$ cat src/rtl/lc3b_types.sv
// lc3b_types: shared LC-3b datapath types plus fetch queue state and entry definitions
package lc3b_types;
  typedef logic [15:0] lc3b_word;
  typedef logic [127:0] lc3b_datbus;
  typedef enum logic [1:0] {FQ_IDLE, FQ_REQ, FQ_DISCARD} fq_state_t;
  typedef struct packed {
    lc3b_word pc;
    lc3b_word instr;
  } fq_entry_t;
  function automatic lc3b_word line_word(lc3b_datbus line, logic [2:0] idx);
    return line[{idx, 4'b0000} +: 16];
  endfunction
endpackage

$ cat src/rtl/instr_ring.sv
// instr_ring: circular instruction buffer accepting up to two pushes and one pop per cycle, with clear
module instr_ring
  import lc3b_types::*;
#(
  parameter int DEPTH = 4,
  localparam int AW = $clog2(DEPTH),
  localparam int CW = AW + 1
) (
  input  logic          clk,
  input  logic          reset,
  input  logic          clear,
  input  logic [1:0]    push_n,
  input  fq_entry_t     push0,
  input  fq_entry_t     push1,
  input  logic          pop,
  output logic [CW-1:0] count,
  output fq_entry_t     head
);
  logic [AW-1:0] head_q, head_d, tail_q, tail_d, tail1;
  logic [CW-1:0] count_q, count_d;
  logic          pop_ok;
  fq_entry_t     mem_q [DEPTH];
  fq_entry_t     mem_d [DEPTH];

  assign pop_ok = pop && count_q != '0;
  assign tail1  = tail_q + AW'(1);
  assign count  = count_q;
  assign head   = mem_q[head_q];

  // slot writes, pointer advance and occupancy; clear empties the ring and drops same-cycle traffic
  always_comb begin
    mem_d = mem_q;
    if (!clear && push_n != 2'd0) mem_d[tail_q] = push0;
    if (!clear && push_n == 2'd2) mem_d[tail1] = push1;
    head_d  = clear ? '0 : head_q + AW'(pop_ok);
    tail_d  = clear ? '0 : tail_q + AW'(push_n);
    count_d = clear ? '0 : count_q + CW'(push_n) - CW'(pop_ok);
  end

  // ring state registers
  always_ff @(posedge clk) begin
    if (reset) begin
      head_q  <= '0;
      tail_q  <= '0;
      count_q <= '0;
      for (int i = 0; i < DEPTH; i++) mem_q[i] <= '0;
    end else begin
      head_q  <= head_d;
      tail_q  <= tail_d;
      count_q <= count_d;
      mem_q   <= mem_d;
    end
  end
endmodule

$ cat src/rtl/fetch_queue.sv
// fetch_queue: icache fetch FSM and PC sequencing that fills an instr_ring for decode
module fetch_queue
  import lc3b_types::*;
#(
  parameter int          DEPTH    = 4,
  parameter int          FILL     = 1,
  parameter logic [15:0] RESET_PC = 16'h0000
) (
  input  logic         clk,
  input  logic         reset,
  output logic [15:0]  icache_addr,
  output logic         icache_read,
  input  logic         icache_resp,
  input  logic [127:0] icache_rdata,
  input  logic         redirect,
  input  logic [15:0]  redirect_pc,
  input  logic         deq_ready,
  output logic         deq_valid,
  output logic [15:0]  deq_instr,
  output logic [15:0]  deq_pc
);
  localparam int CW = $clog2(DEPTH) + 1;
  localparam logic [CW-1:0] FIT_MAX = CW'(DEPTH - FILL);

  fq_state_t     state_q, state_d;
  lc3b_word      fetch_pc_q, fetch_pc_d, addr_q, addr_d;
  logic [CW-1:0] count, count_n;
  logic [2:0]    idx;
  logic [1:0]    push_n;
  logic          accept, pop;
  fq_entry_t     head, push0, push1;

  assign idx     = fetch_pc_q[3:1];
  assign accept  = state_q == FQ_REQ && icache_resp && !redirect;
  assign push_n  = !accept ? 2'd0 : (FILL == 2 && idx != 3'd7) ? 2'd2 : 2'd1;
  assign pop     = deq_valid && deq_ready && !redirect;
  assign count_n = count + CW'(push_n) - CW'(pop);
  assign push0   = '{pc: fetch_pc_q + 16'd2, instr: line_word(icache_rdata, idx)};
  assign push1   = '{pc: fetch_pc_q + 16'd4, instr: line_word(icache_rdata, idx + 3'd1)};

  instr_ring #(.DEPTH(DEPTH)) u_ring (
    .clk    (clk),
    .reset  (reset),
    .clear  (redirect),
    .push_n (push_n),
    .push0  (push0),
    .push1  (push1),
    .pop    (pop),
    .count  (count),
    .head   (head)
  );

  assign deq_valid   = count != '0;
  assign deq_instr   = head.instr;
  assign deq_pc      = head.pc;
  assign icache_read = state_q != FQ_IDLE;
  assign icache_addr = state_q == FQ_DISCARD ? addr_q : fetch_pc_q;

  // next state, fetch pc, and the in-flight address kept while a stale response drains
  always_comb begin
    state_d    = state_q;
    fetch_pc_d = fetch_pc_q;
    addr_d     = addr_q;
    if (redirect) begin
      fetch_pc_d = redirect_pc & 16'hFFFE;
      if (state_q == FQ_REQ && !icache_resp) begin
        state_d = FQ_DISCARD;
        addr_d  = fetch_pc_q;
      end else if (state_q == FQ_DISCARD && icache_resp) state_d = FQ_REQ;
    end else if (state_q == FQ_IDLE) state_d = count <= FIT_MAX ? FQ_REQ : FQ_IDLE;
    else if (icache_resp) begin
      state_d    = state_q == FQ_DISCARD || count_n <= FIT_MAX ? FQ_REQ : FQ_IDLE;
      fetch_pc_d = fetch_pc_q + {13'd0, push_n, 1'b0};
    end
  end

  // fetch state registers
  always_ff @(posedge clk) begin
    if (reset) begin
      state_q    <= FQ_IDLE;
      fetch_pc_q <= RESET_PC & 16'hFFFE;
      addr_q     <= RESET_PC & 16'hFFFE;
    end else begin
      state_q    <= state_d;
      fetch_pc_q <= fetch_pc_d;
      addr_q     <= addr_d;
    end
  end
endmodule

$ cat config.mk
export PLATFORM = sky130hd
export DESIGN_NAME = fetch_queue
export DESIGN_NICKNAME = d
export VERILOG_FILES = /design/src/rtl/lc3b_types.sv /design/src/rtl/instr_ring.sv /design/src/rtl/fetch_queue.sv
export SDC_FILE = /design/constraint.sdc
export NUM_CORES = 1
export LEC_CHECK = 0
export BUFFER_PORTS_ARGS = -buffer_cell sky130_fd_sc_hd__buf_2
export CAP_MARGIN = 20
export CELL_PAD_IN_SITES_DETAIL_PLACEMENT = 1
export CELL_PAD_IN_SITES_GLOBAL_PLACEMENT = 2
export CORE_MARGIN = 3
export CORE_UTILIZATION = 33
export DETAILED_ROUTE_END_ITERATION = 10
export GPL_ROUTABILITY_DRIVEN = 0
export GPL_TIMING_DRIVEN = 0
export HOLD_SLACK_MARGIN = 0.05
export PLACE_DENSITY = 0.87
export SYNTH_ARGS = -nofsm -noshare
export SYNTH_HDL_FRONTEND = slang
export SYNTH_SLANG_ARGS = --single-unit
export TNS_END_PERCENT = 100
$ cat constraint.sdc
create_clock -name clk -period 2.6 [get_ports clk]
set_input_delay 0.13 -clock clk [delete_from_list [all_inputs] [get_ports clk]]
set_output_delay 0.13 -clock clk [all_outputs]
set_load 0.01 [all_outputs]
==> flow_summary_export.csv, run 1 <==
group,metric,value,unit
status,status,"complete, no violations",
logic_synthesis,async_flop_share,0,
logic_synthesis,ys_seq_elements,163,
sta,finalSetupTns,0,ns
logic_synthesis,synth_cells,885,
clock_tree,root_buffer,"clkbuf_16",
routing,wl,30680,um
clock_tree,h-tree-depth,4,
clock_tree,clk_path_buf_depth,2,
sta,hold_viol_final,0,
sta,period_minus_slack,2.481,ns
sta,clock-skew-final,0.01461,ns
sta,setup_viol,0,
setup_path,r2r-end,"fetch_pc_q[7]$_SDFFE_PP0P_",
job,maxCapViolCount,0,
sta,timing.fmax,403.1,MHz
clock_tree,clock_latency,0.43,ns
clock_tree,cts_tree,"yes",
placement,placed_cell_area,9799,um2
logic_synthesis,ys_types,52,
placement,place_ws,0.1955,ns
sta,relSlewSlack,0.4591,
die,die_y,165.8,um
logic_synthesis,synth_ff_type,"dfxtp_1",
global_route,grt_pass1_wl,47240,um
global_route,grt_max_degree,17,
die,ios,199,
sta,tightest_slew,0.8114,ns
setup_path,critPathMaxFanout,11,
routing,dr.pass1.iters,4,
setup_path,r2r-start,"state_q[1]$_SDFFE_PP0P_",
final_layout,nNetsFinal,1273,
logic_synthesis,avgSynthCellArea,9.519,um2
final_layout,fillCellCount,2966,
sta,fin_ws,0.1194,ns
global_route,grt_pass1_vias,8194,
placement,numPortBuffers,193,
routing,wl_per_cell,21.17,um
logic_synthesis,yosys_warnings,0,
setup_path,critPathLaunchType,"flop",
logic_synthesis,syn-cell-area,8424,um2
die,dieArea,27480,um2
die,fp-row-count,57,
setup_path,endpoint,"fetch_pc_q[7]$_SDFFE_PP0P_",
worst_hold_path,hp-class,"primary input to flop",
final_layout,stdcell_area,10560,um2
pwr,ir_worst_vdd,0.3467,mV
sta,period_share,0.9541,
routing,vias,7772,
setup_path,critPathRequiredTime,2.94,ns
setup_path,arrival,2.82,ns
clock_tree,path_clk_slew,0.07,ns
sta,rsz0062_at_grt,"no",
setup_path,r2r_setup_slack,0.12,ns
final_layout,area_growth,25.31,%
routing,drt_iter0_drc,430,
routing,detail-route-antenna-nets,0,
logic_synthesis,synth_edf_count,0,
sta,maxSlewViolCount,0,
die,die_x,165.8,um
clock_tree,clock-sinks,163,
global_route,gr-total-overflow,0,
routing,viasPerCell,5.364,
pwr,p_leak,4.153,nW
clock_tree,numCtsBuffers,17,
placement,post-dp-hpwl,22430,um
pwr,p_per_area,564.1,nW/um2
die,fp.coreArea,24680,um2
global_route,gr-usage-all-layers,0.2169,
setup_path,endpoint_kind,"flop",
logic_synthesis,seq_area_frac_synth,0.3873,
setup_path,critPathLaunch,"state_q[1]$_SDFFE_PP0P_",
setup_path,ff2ff_path_depth,8,
final_layout,utilization,0.4278,
die,start_util,0.3414,
routing,drc,0,
final_layout,drive_above_1_share,0.3520,
setup_path,crit_type,"flop to flop",
global_route,grt_antenna_before_repair,0,
final_layout,insertedDiodeCount,0,
final cells by class:
cell class                 count  area [um2]  area share
buffer                        87       481.7     0.04563
clock buffer                  17       425.4     0.04030
clock inverter                14       177.7     0.01683
inverter                       5       18.77    0.001778
multi-input combinational    631        4669      0.4423
sequential                   163        3264      0.3092
tap                          324       405.4     0.03840
timing repair buffer         208        1114      0.1055
report_power, final:
| part | leakage (nW) | internal (mW) | switching (mW) |
|---|---|---|---|
| Clock | 0.283 | 1.52 | 1.11 |
| Sequential | 1.32 | 2.53 | 0.0257 |
| Combinational | 2.55 | 0.344 | 0.419 |
worst max-delay path, stage by stage, from the launching register on:
cell and delay [ns]:
dfxtp_1 0.30, buf_4 0.16, nor4bb_1 0.33, buf_4 0.24
ha_1 0.19, ha_1 0.28, o211ai_1 0.27, or3_1 0.37
a311oi_1 0.26
per-layer routing:
metal | vias to the layer above | part of all wire | wire length, um | track usage
met4 | 0 | 0.017 | 529 | 0.05497
met5 | - | 0 | 0 | 0
met3 | 42 | 0.038 | 1163 | 0.03547
met1 | 3932 | 0.45 | 13900 | 0.2934
met2 | 215 | 0.49 | 15080 | 0.3639
li1 | 3583 | - | - | -
worst min-delay path by stage:
stage,startpoint,end,slack [ns],cells after the start
after global placement,redirect_pc[1],fetch_pc_q[1]$_SDFFE_PP0P_,0.40,3
after floorplan,redirect_pc[1],fetch_pc_q[1]$_SDFFE_PP0P_,0.27,2
after global routing,redirect_pc[14],fetch_pc_q[14]$_SDFFE_PP0P_,0.11,4
after detailed placement,redirect_pc[2],fetch_pc_q[2]$_SDFFE_PP0P_,0.40,3
after CTS,redirect_pc[14],fetch_pc_q[14]$_SDFFE_PP0P_,0.08,4
final,redirect_pc[14],fetch_pc_q[14]$_SDFFE_PP0P_,0.08,4
sequential cells by signal, indices dropped and copies added, names as in the netlist:
name,flops
fetch_pc_q,15
u_ring.count,3
u_ring.head_q,2
u_ring.tail_q,2
addr_q,15
state_q,2
u_ring.mem_q,124
placed cells by master, fill, tap and decap left out, types with 3 or more instances in the layout:
cell type / instances
xnor2_1: 12
and2_1: 4
and3_1: 8
buf_2: 217
clkbuf_1: 38
or3_1: 5
nand3_1: 5
inv_1: 5
o21ai_1: 13
buf_4: 15
buf_6: 7
ha_1: 11
clkinvlp_4: 4
dlygate4sd3_1: 14
mux4_2: 63
a211oi_2: 16
a211oi_1: 29
nand2_1: 56
nor3_2: 3
nor3_1: 61
nor2_1: 210
xor2_1: 13
o22ai_1: 6
nand4_1: 7
a21oi_1: 38
clkbuf_16: 17
bufinv_16: 3
o21ai_0: 9
dfxtp_1: 162
mux2_2: 30
a311oi_1: 3
inv_6: 4
stage by stage:
step | total power, mW | cells | hold slack (ns)
finish | 5.954 | 1449 | 0.08138
detailed placement | 3.355 | 1403 | 0.4025
global placement | 3.341 | 1403 | 0.4031
CTS | 5.987 | 1448 | 0.07649
global route | 6.152 | 1449 | 0.1067
floorplan | 3.043 | 886 | 0.2727
cell usage after synthesis, types with 3 or more instances:
cell type	instances	area (um2)
nor3_1	62	310.3
o22ai_1	6	37.54
mux2_2	30	337.8
or3_1	5	31.28
o21ai_0	9	45.04
buf_4	14	105.1
nand3_1	5	25.02
buf_2	24	120.1
nand4_1	7	43.79
o21ai_1	13	65.06
nor2_1	210	788.3
xnor2_1	12	105.1
a311oi_1	3	26.28
and3_1	8	50.05
a21oi_1	38	190.2
inv_1	5	18.77
a211oi_2	16	200.2
buf_6	7	78.83
mux4_2	63	1419
xor2_1	13	113.9
nand2_1	56	210.2
dfxtp_1	163	3263
and2_1	4	25.02
a211oi_1	29	217.7
clkbuf_1	38	142.6
ha_1	11	137.6
logic make-up after synthesis:
kind of cell | count (synthesis) | share of synthesized area
AOI/OAI and AO/OA | 119 | 0.09743
xor gates and xnor gates | 26 | 0.02792
adders and majority gates | 11 | 0.01634
buffers and inverters | 92 | 0.05941
DFF | 163 | 0.3873
muxes | 95 | 0.2109
other | 1 | 0.0004451
and+or+nand+nor | 378 | 0.2002
timing repair:
action / CTS / global route
buffers inserted: 0 / 1
endpoints found under the hold margin: 14 / 0
hold buffers: 14 / 0
resized for setup: 0 / 2
setup endpoints to repair: 0 / 3
(Power assumes the default switching activity.)
==> run 2: changes to the inputs <==
- PLACE_DENSITY: 0.87 -> default
- PLACE_DENSITY_LB_ADDON: default -> 0.1
==> run 2 against run 1 <==
Compared with the run above:
- worst setup slack better by 0.077 ns
- worst hold slack better by 0.011 ns
- combinational power barely moved
- critical path depth unchanged
==> flow_summary_export.csv, run 2 (synthesis results as in run 1) <==
group,metric,value,unit
status,status,"complete, no violations",
job,maxCapViolCount,0,
final_layout,seqCellArea,3264,um2
die,start_util,0.3414,
global_route,grt_antenna_before_repair,0,
routing,drc,0,
clock_tree,h-tree-depth,4,
global_route,grt_max_degree,17,
clock_tree,clk_path_buf_depth,2,
clock_tree,numCtsBuffers,17,
die,dieArea,27480,um2
sta,tightest_slew,0.8465,ns
final_layout,drive_above_1_share,0.3508,
sta,rsz0062_at_grt,"no",
final_layout,largest_reg_flops,124,
clock_tree,clock_latency,0.43,ns
pwr,ir_worst_vdd,0.3903,mV
final_layout,area_growth,25.26,%
final_layout,nNetsFinal,1273,
pwr,finalPower,5.935,mW
setup_path,critPathMaxFanout,11,
global_route,gr-total-overflow,0,
sta,hold_viol_final,0,
sta,period_minus_slack,2.403,ns
final_layout,regMostFlops,"u_ring.mem_q",
global_route,grt_pass1_vias,8044,
global_route,gr-usage-all-layers,0.2232,
die,die_y,165.8,um
clock_tree,cts_tree,"yes",
final_layout,multi_input_area,4664,um2
die,ios,199,
setup_path,crit_type,"flop to flop",
routing,viasPerCell,5.131,
sta,maxSlewViolCount,0,
setup_path,arrival,2.74,ns
pwr,p_leak,4.165,nW
placement,post-dp-hpwl,22970,um
routing,wl_per_cell,21.19,um
clock_tree,root_buffer,"clkbuf_16",
final_layout,stdcell_area,10550,um2
sta,setup_viol,0,
final_layout,final_common_cell,"buf_2",
final_layout,reg_top3,"u_ring.mem_q (124), addr_q (15), fetch_pc_q (15)",
sta,period_share,0.9244,
routing,dr.pass1.iters,5,
sta,relSlewSlack,0.4357,
die,die_x,165.8,um
sta,finalSetupTns,0,ns
sta,clock-skew-final,0.01233,ns
worst_hold_path,hp-class,"primary input to flop",
final_layout,layout_common_cells,"buf_2 (217), nor2_1 (210), dfxtp_1 (162)",
global_route,grt_pass1_wl,47580,um
routing,drt_iter0_drc,312,
placement,numPortBuffers,193,
setup_path,critPathRequiredTime,2.93,ns
routing,detail-route-antenna-nets,0,
sta,timing.fmax,416.1,MHz
clock_tree,clock-sinks,163,
final_layout,insertedDiodeCount,0,
setup_path,critPathLaunchType,"flop",
sta,hold_slack,0.09201,ns
setup_path,endpoint_kind,"flop",
routing,wl,30730,um
pwr,p_per_area,562.4,nW/um2
placement,placed_cell_area,9799,um2
clock_tree,path_clk_slew,0.06,ns
die,fp-row-count,57,
die,fp.coreArea,24680,um2
final_layout,fillCellCount,2949,
routing,vias,7440,
## run 2: cell count changes in the layout (fill, tap and decap cells not counted), moves of 2 or more
| cell | before | now |
|---|---|---|
| clkinvlp_4 | 4 | 1 |
| inv_6 | 4 | 2 |
| inv_8 | 0 | 2 |
| clkbuf_8 | 0 | 2 |
| clkinv_4 | 2 | 4 |
## run 2: final timing paths
check                                        startpoint                           to  slack, ns  cells past startpoint
worst max-delay path            state_q[1]$_SDFFE_PP0P_   fetch_pc_q[7]$_SDFFE_PP0P_       0.20                      8
worst min-delay path                    redirect_pc[14]  fetch_pc_q[14]$_SDFFE_PP0P_       0.09                      4
worst max register to register  state_q[1]$_SDFFE_PP0P_   fetch_pc_q[7]$_SDFFE_PP0P_       0.20                      8
worst min register to register   addr_q[7]$_SDFFE_PP0P_       addr_q[7]$_SDFFE_PP0P_       0.46                      2
## run 2: layer usage
metal | up-vias | global-route usage | wire [um]
met1 | 3629 | 0.2958 | 14090
met4 | 0 | 0.05859 | 624
met3 | 24 | 0.04856 | 1494
li1 | 3581 | - | -
met2 | 206 | 0.3715 | 14520
met5 | - | 0 | 0
## run 2: area by class of cell
cell class	count	share of cell area
clock buffers	20	0.04328
inverters	5	0.001779
plain buffers	87	0.04565
flip-flops and latches	163	0.3093
well taps	324	0.03842
clock inverters	12	0.01399
multi-input cells	631	0.4420
repair buffers	208	0.1055
## run 2: worst max-delay path, cell delays in order, from the launching register on
cell,delay (ns)
dfxtp_1,0.30
buf_4,0.16
nor4bb_1,0.31
buf_4,0.25
ha_1,0.19
ha_1,0.26
o211ai_1,0.22
or3_1,0.36
a311oi_1,0.27
## run 2: metrics by stage
step | utilization | instances | setup slack, ns
after global routing | 0.4276 | 1450 | 0.03634
after floorplan | - | 886 | 0.5676
final | 0.4276 | 1450 | 0.1966
after global placement | 0.3971 | 1403 | 0.1125
after CTS | 0.4273 | 1449 | 0.1284
after detailed placement | 0.3971 | 1403 | 0.1351
## run 2: repair_timing
item,CTS,global route
setup buffers,0,1
hold endpoints to repair,14,0
gates resized for setup,0,1
setup endpoints to repair,0,2
hold buffers,14,0
## run 2: report_power, final
group | internal, mW | total [mW] | switching, mW
registers | 2.53 | 2.56 | 0.0247
logic | 0.343 | 0.764 | 0.420
clock network | 1.49 | 2.61 | 1.12
total | 4.37 | 5.93 | 1.57
==> run 3: changes to the inputs <==
- ABC_AREA: default -> 1
- CORE_UTILIZATION: 33 -> 29
==> run 3 against run 2 <==
Compared with the run above:
- critical path depth fell by 2
- combinational power is 22% higher
- utilization down 5.6 points
- cell count rose by 32%
- non-clock buffer count is 12 higher
- wire length increased by 23%
- largest cell class unchanged
- first-iteration DRC count grew 71%
- total power grew 2.6%
- largest power group is now registers
- critical path type is now flop to primary output
- clock-buffer cell count is 3 lower
- critical endpoint is now deq_pc[5]
==> flow_summary_export.csv, run 3 <==
group,metric,value,unit
logic_synthesis,ys_types,31,
routing,wl_met2,17490,um
final_layout,area_growth,25.00,%
final_layout,layout_common_cells,"nor2_1 (246), o21ai_0 (243), buf_2 (219)",
logic_synthesis,synth_ff_type,"dfxtp_1",
die,die_x,178.5,um
global_route,grt_antenna_before_repair,6,
sta,period_share,0.9643,
logic_synthesis,avgSynthCellArea,6.692,um2
global_route,gr-total-overflow,0,
pwr,p_per_area,564.1,nW/um2
routing,route.met3.wl,1507,um
die,fp.coreArea,29010,um2
die,start_util,0.2976,
pwr,finalPower,6.087,mW
setup_path,crit_type,"flop to primary output",
final_layout,stdcell_area,10790,um2
setup_path,arrival,2.38,ns
routing,dr.max_layer_used,"met5",
clock_tree,clock-sinks,163,
final_layout,utilization,0.3720,
clock_tree,clk_path_buf_depth,2,
routing,drc,0,
routing,wl_met1,17990,um
final_layout,drive_above_1_share,0.1885,
final_layout,seqCellArea,3263,um2
logic_synthesis,syn-cell-area,8633,um2
logic_synthesis,yosysMostFrequentCell,"nor2_1",
logic_synthesis,synth_mux_area_frac,0,
logic_synthesis,yosys_warnings,0,
setup_path,cp_top_family,"buffers and inverters",
placement,placed_cell_area,10090,um2
setup_path,crit_path_cell_trace,"clkbuf_1 -> inv_2 -> clkbuf_1 -> o21ai_0 -> o22ai_1 -> buf_2",
clock_tree,post_cts_buffers,0,
setup_path,critPathLaunchType,"flop",
global_route,gr-usage-all-layers,0.2388,
sta,maxSlewViolCount,0,
final_layout,final_common_cell,"nor2_1",
final_layout,fin_cells,1914,
logic_synthesis,async_flop_share,0,
logic_synthesis,synth_top_area_share,0.3780,
global_route,grt_max_degree,19,
setup_path,slowest_stage,"clkbuf_1",
worst_hold_path,hp-class,"primary input to flop",
logic_synthesis,ys_seq_elements,163,
routing,dr.pass1.iters,4,
final_layout,regMostFlops,"u_ring.mem_q",
final_layout,largest_reg_flops,124,
clock_tree,numCtsBuffers,17,
routing,wl_per_cell,19.70,um
sta,relSlewSlack,0.5115,
die,die_y,178.5,um
clock_tree,root_buffer,"clkbuf_16",
die,dieArea,31880,um2
sta,hold_viol_final,0,
logic_synthesis,netlist_top_cells_area,"dfxtp_1 (38%), o21ai_0 (14%), nor2_1 (11%)",
setup_path,endpoint_kind,"primary output",
final_layout,fillCellCount,3828,
routing,detail-route-antenna-nets,0,
clock_tree,clock_latency,0.44,ns
sta,tightest_slew,0.7328,ns
routing,wl,37700,um
placement,place_ws,0.1731,ns
final_layout,reg_top3,"u_ring.mem_q (124), addr_q (15), fetch_pc_q (15)",
logic_synthesis,synth_top_family_by_area,"compound AO/OA/AOI/OAI gates",
logic_synthesis,synth_adder_area_share,0.01594,
sta,fin_ws,0.09293,ns
logic_synthesis,synth_xor_xnor_area_share,0.01522,
final_layout,nNetsFinal,1675,
setup_path,path_buf_inv,4,
global_route,grt_pass1_vias,9995,
setup_path,critPathMaxFanout,10,
setup_path,critPathRequiredTime,2.47,ns
routing,viasPerCell,5.035,
logic_synthesis,seq_area_frac_synth,0.3780,
clock_tree,h-tree-depth,4,
sta,rsz0062_at_grt,"no",
sta,period_minus_slack,2.507,ns
logic_synthesis,synthSimpleGateAreaFrac,0.2209,
global_route,grt_pass1_wl,58380,um
placement,dp_cells,1869,
placement,numPortBuffers,194,
logic_synthesis,synth_edf_count,0,
pwr,ir_worst_vdd,0.4058,mV
routing,vias,9637,
logic_synthesis,synth_cells,1290,
die,ios,199,
logic_synthesis,yosysTopAreaCell,"dfxtp_1",
routing,drt_iter0_drc,535,
status,status,"complete, no violations",
job,maxCapViolCount,0,
logic_synthesis,synth_compound_area_frac,0.2799,
setup_path,cp_common_cell,"clkbuf_1",
clock_tree,path_clk_slew,0.07,ns
sta,setup_viol,0,
final_layout,multi_input_area,4607,um2
setup_path,cpPeakStageDelay,0.49,ns
clock_tree,cts_tree,"yes",
sta,clock-skew-final,0.02282,ns
pwr,p_leak,4.896,nW
sta,timing.fmax,398.9,MHz
die,fp-row-count,62,
sta,finalSetupTns,0,ns
logic_synthesis,synthTopCellsByCount,"nor2_1 (247), o21ai_0 (243), dfxtp_1 (163)",
placement,post-dp-hpwl,28100,um
sta,hold_slack,0.06064,ns
run 3: cell types whose count changed after synthesis, sizes merged, moves of 39 or more:
cell,before,now
a211oi,45,0
a21oi,38,107
inv,5,77
mux4,63,0
nand2,57,147
nand3,5,61
nor2,212,251
nor3,64,5
o21ai,22,269
run 3: metal layers:
layer,vias up,global-route usage
met4,8,0.05455
met3,48,0.04129
li1,4772,-
met1,4610,0.3251
met2,199,0.3944
met5,-,0
run 3: path summary, 6_finish.rpt:
| path | startpoint | slack, ns | to | cells after the start |
|---|---|---|---|---|
| setup / recovery | u_ring.head_q[0]$_SDFF_PP0_ | 0.09 | deq_pc[5] | 6 |
| hold / removal | redirect_pc[5] | 0.06 | fetch_pc_q[5]$_SDFFE_PP0P_ | 5 |
| setup reg to reg | fetch_pc_q[1]$_SDFFE_PP0P_ | 0.37 | u_ring.mem_q[97]$_SDFFE_PP0P_ | 8 |
| hold reg to reg | u_ring.mem_q[85]$_SDFFE_PP0P_ | 0.46 | u_ring.mem_q[85]$_SDFFE_PP0P_ | 2 |
run 3: area by class of cell:
type | instances | share of cell area
diodes | 2 | 0.0004638
clock buffers | 17 | 0.03942
inverters | 78 | 0.02713
well taps | 384 | 0.04452
flip-flops and latches | 163 | 0.3024
multi-input cells | 948 | 0.4269
plain buffers | 102 | 0.04475
repair buffers | 205 | 0.1002
clock inverters | 15 | 0.01426
run 3: repair_timing:
item | 4_1_cts | 5_1_grt
gates resized for setup | 0 | 4
hold endpoints to repair | 11 | 0
setup endpoints to repair | 0 | 7
hold buffers | 11 | 0
run 3: tightest hold or removal path, delay by kind of cell:
family,cells,cell delay [ns]
AND/OR/NAND/NOR,2,0.13
AO/OA/AOI/OAI,2,0.10
buffers and inverters,1,0.09
run 3: logic make-up (layout without fill, tap and decap cells):
family,Yosys count,count (layout)
flip-flops,163,163
adder cells (fa/ha/maj),11,11
AO/OA/AOI/OAI,449,449
AND/OR/NAND/NOR,471,471
buffers and inverters,180,417
XOR/XNOR,15,15
other,1,4
run 3: power by group:
part           switching (mW)  total [mW]  internal (mW)  leakage (nW)
clock                    1.29        2.57           1.29         0.284
combinational           0.613       0.933          0.320          3.29
sequential             0.0337        2.58           2.55          1.32
total                    1.93        6.09           4.16          4.90
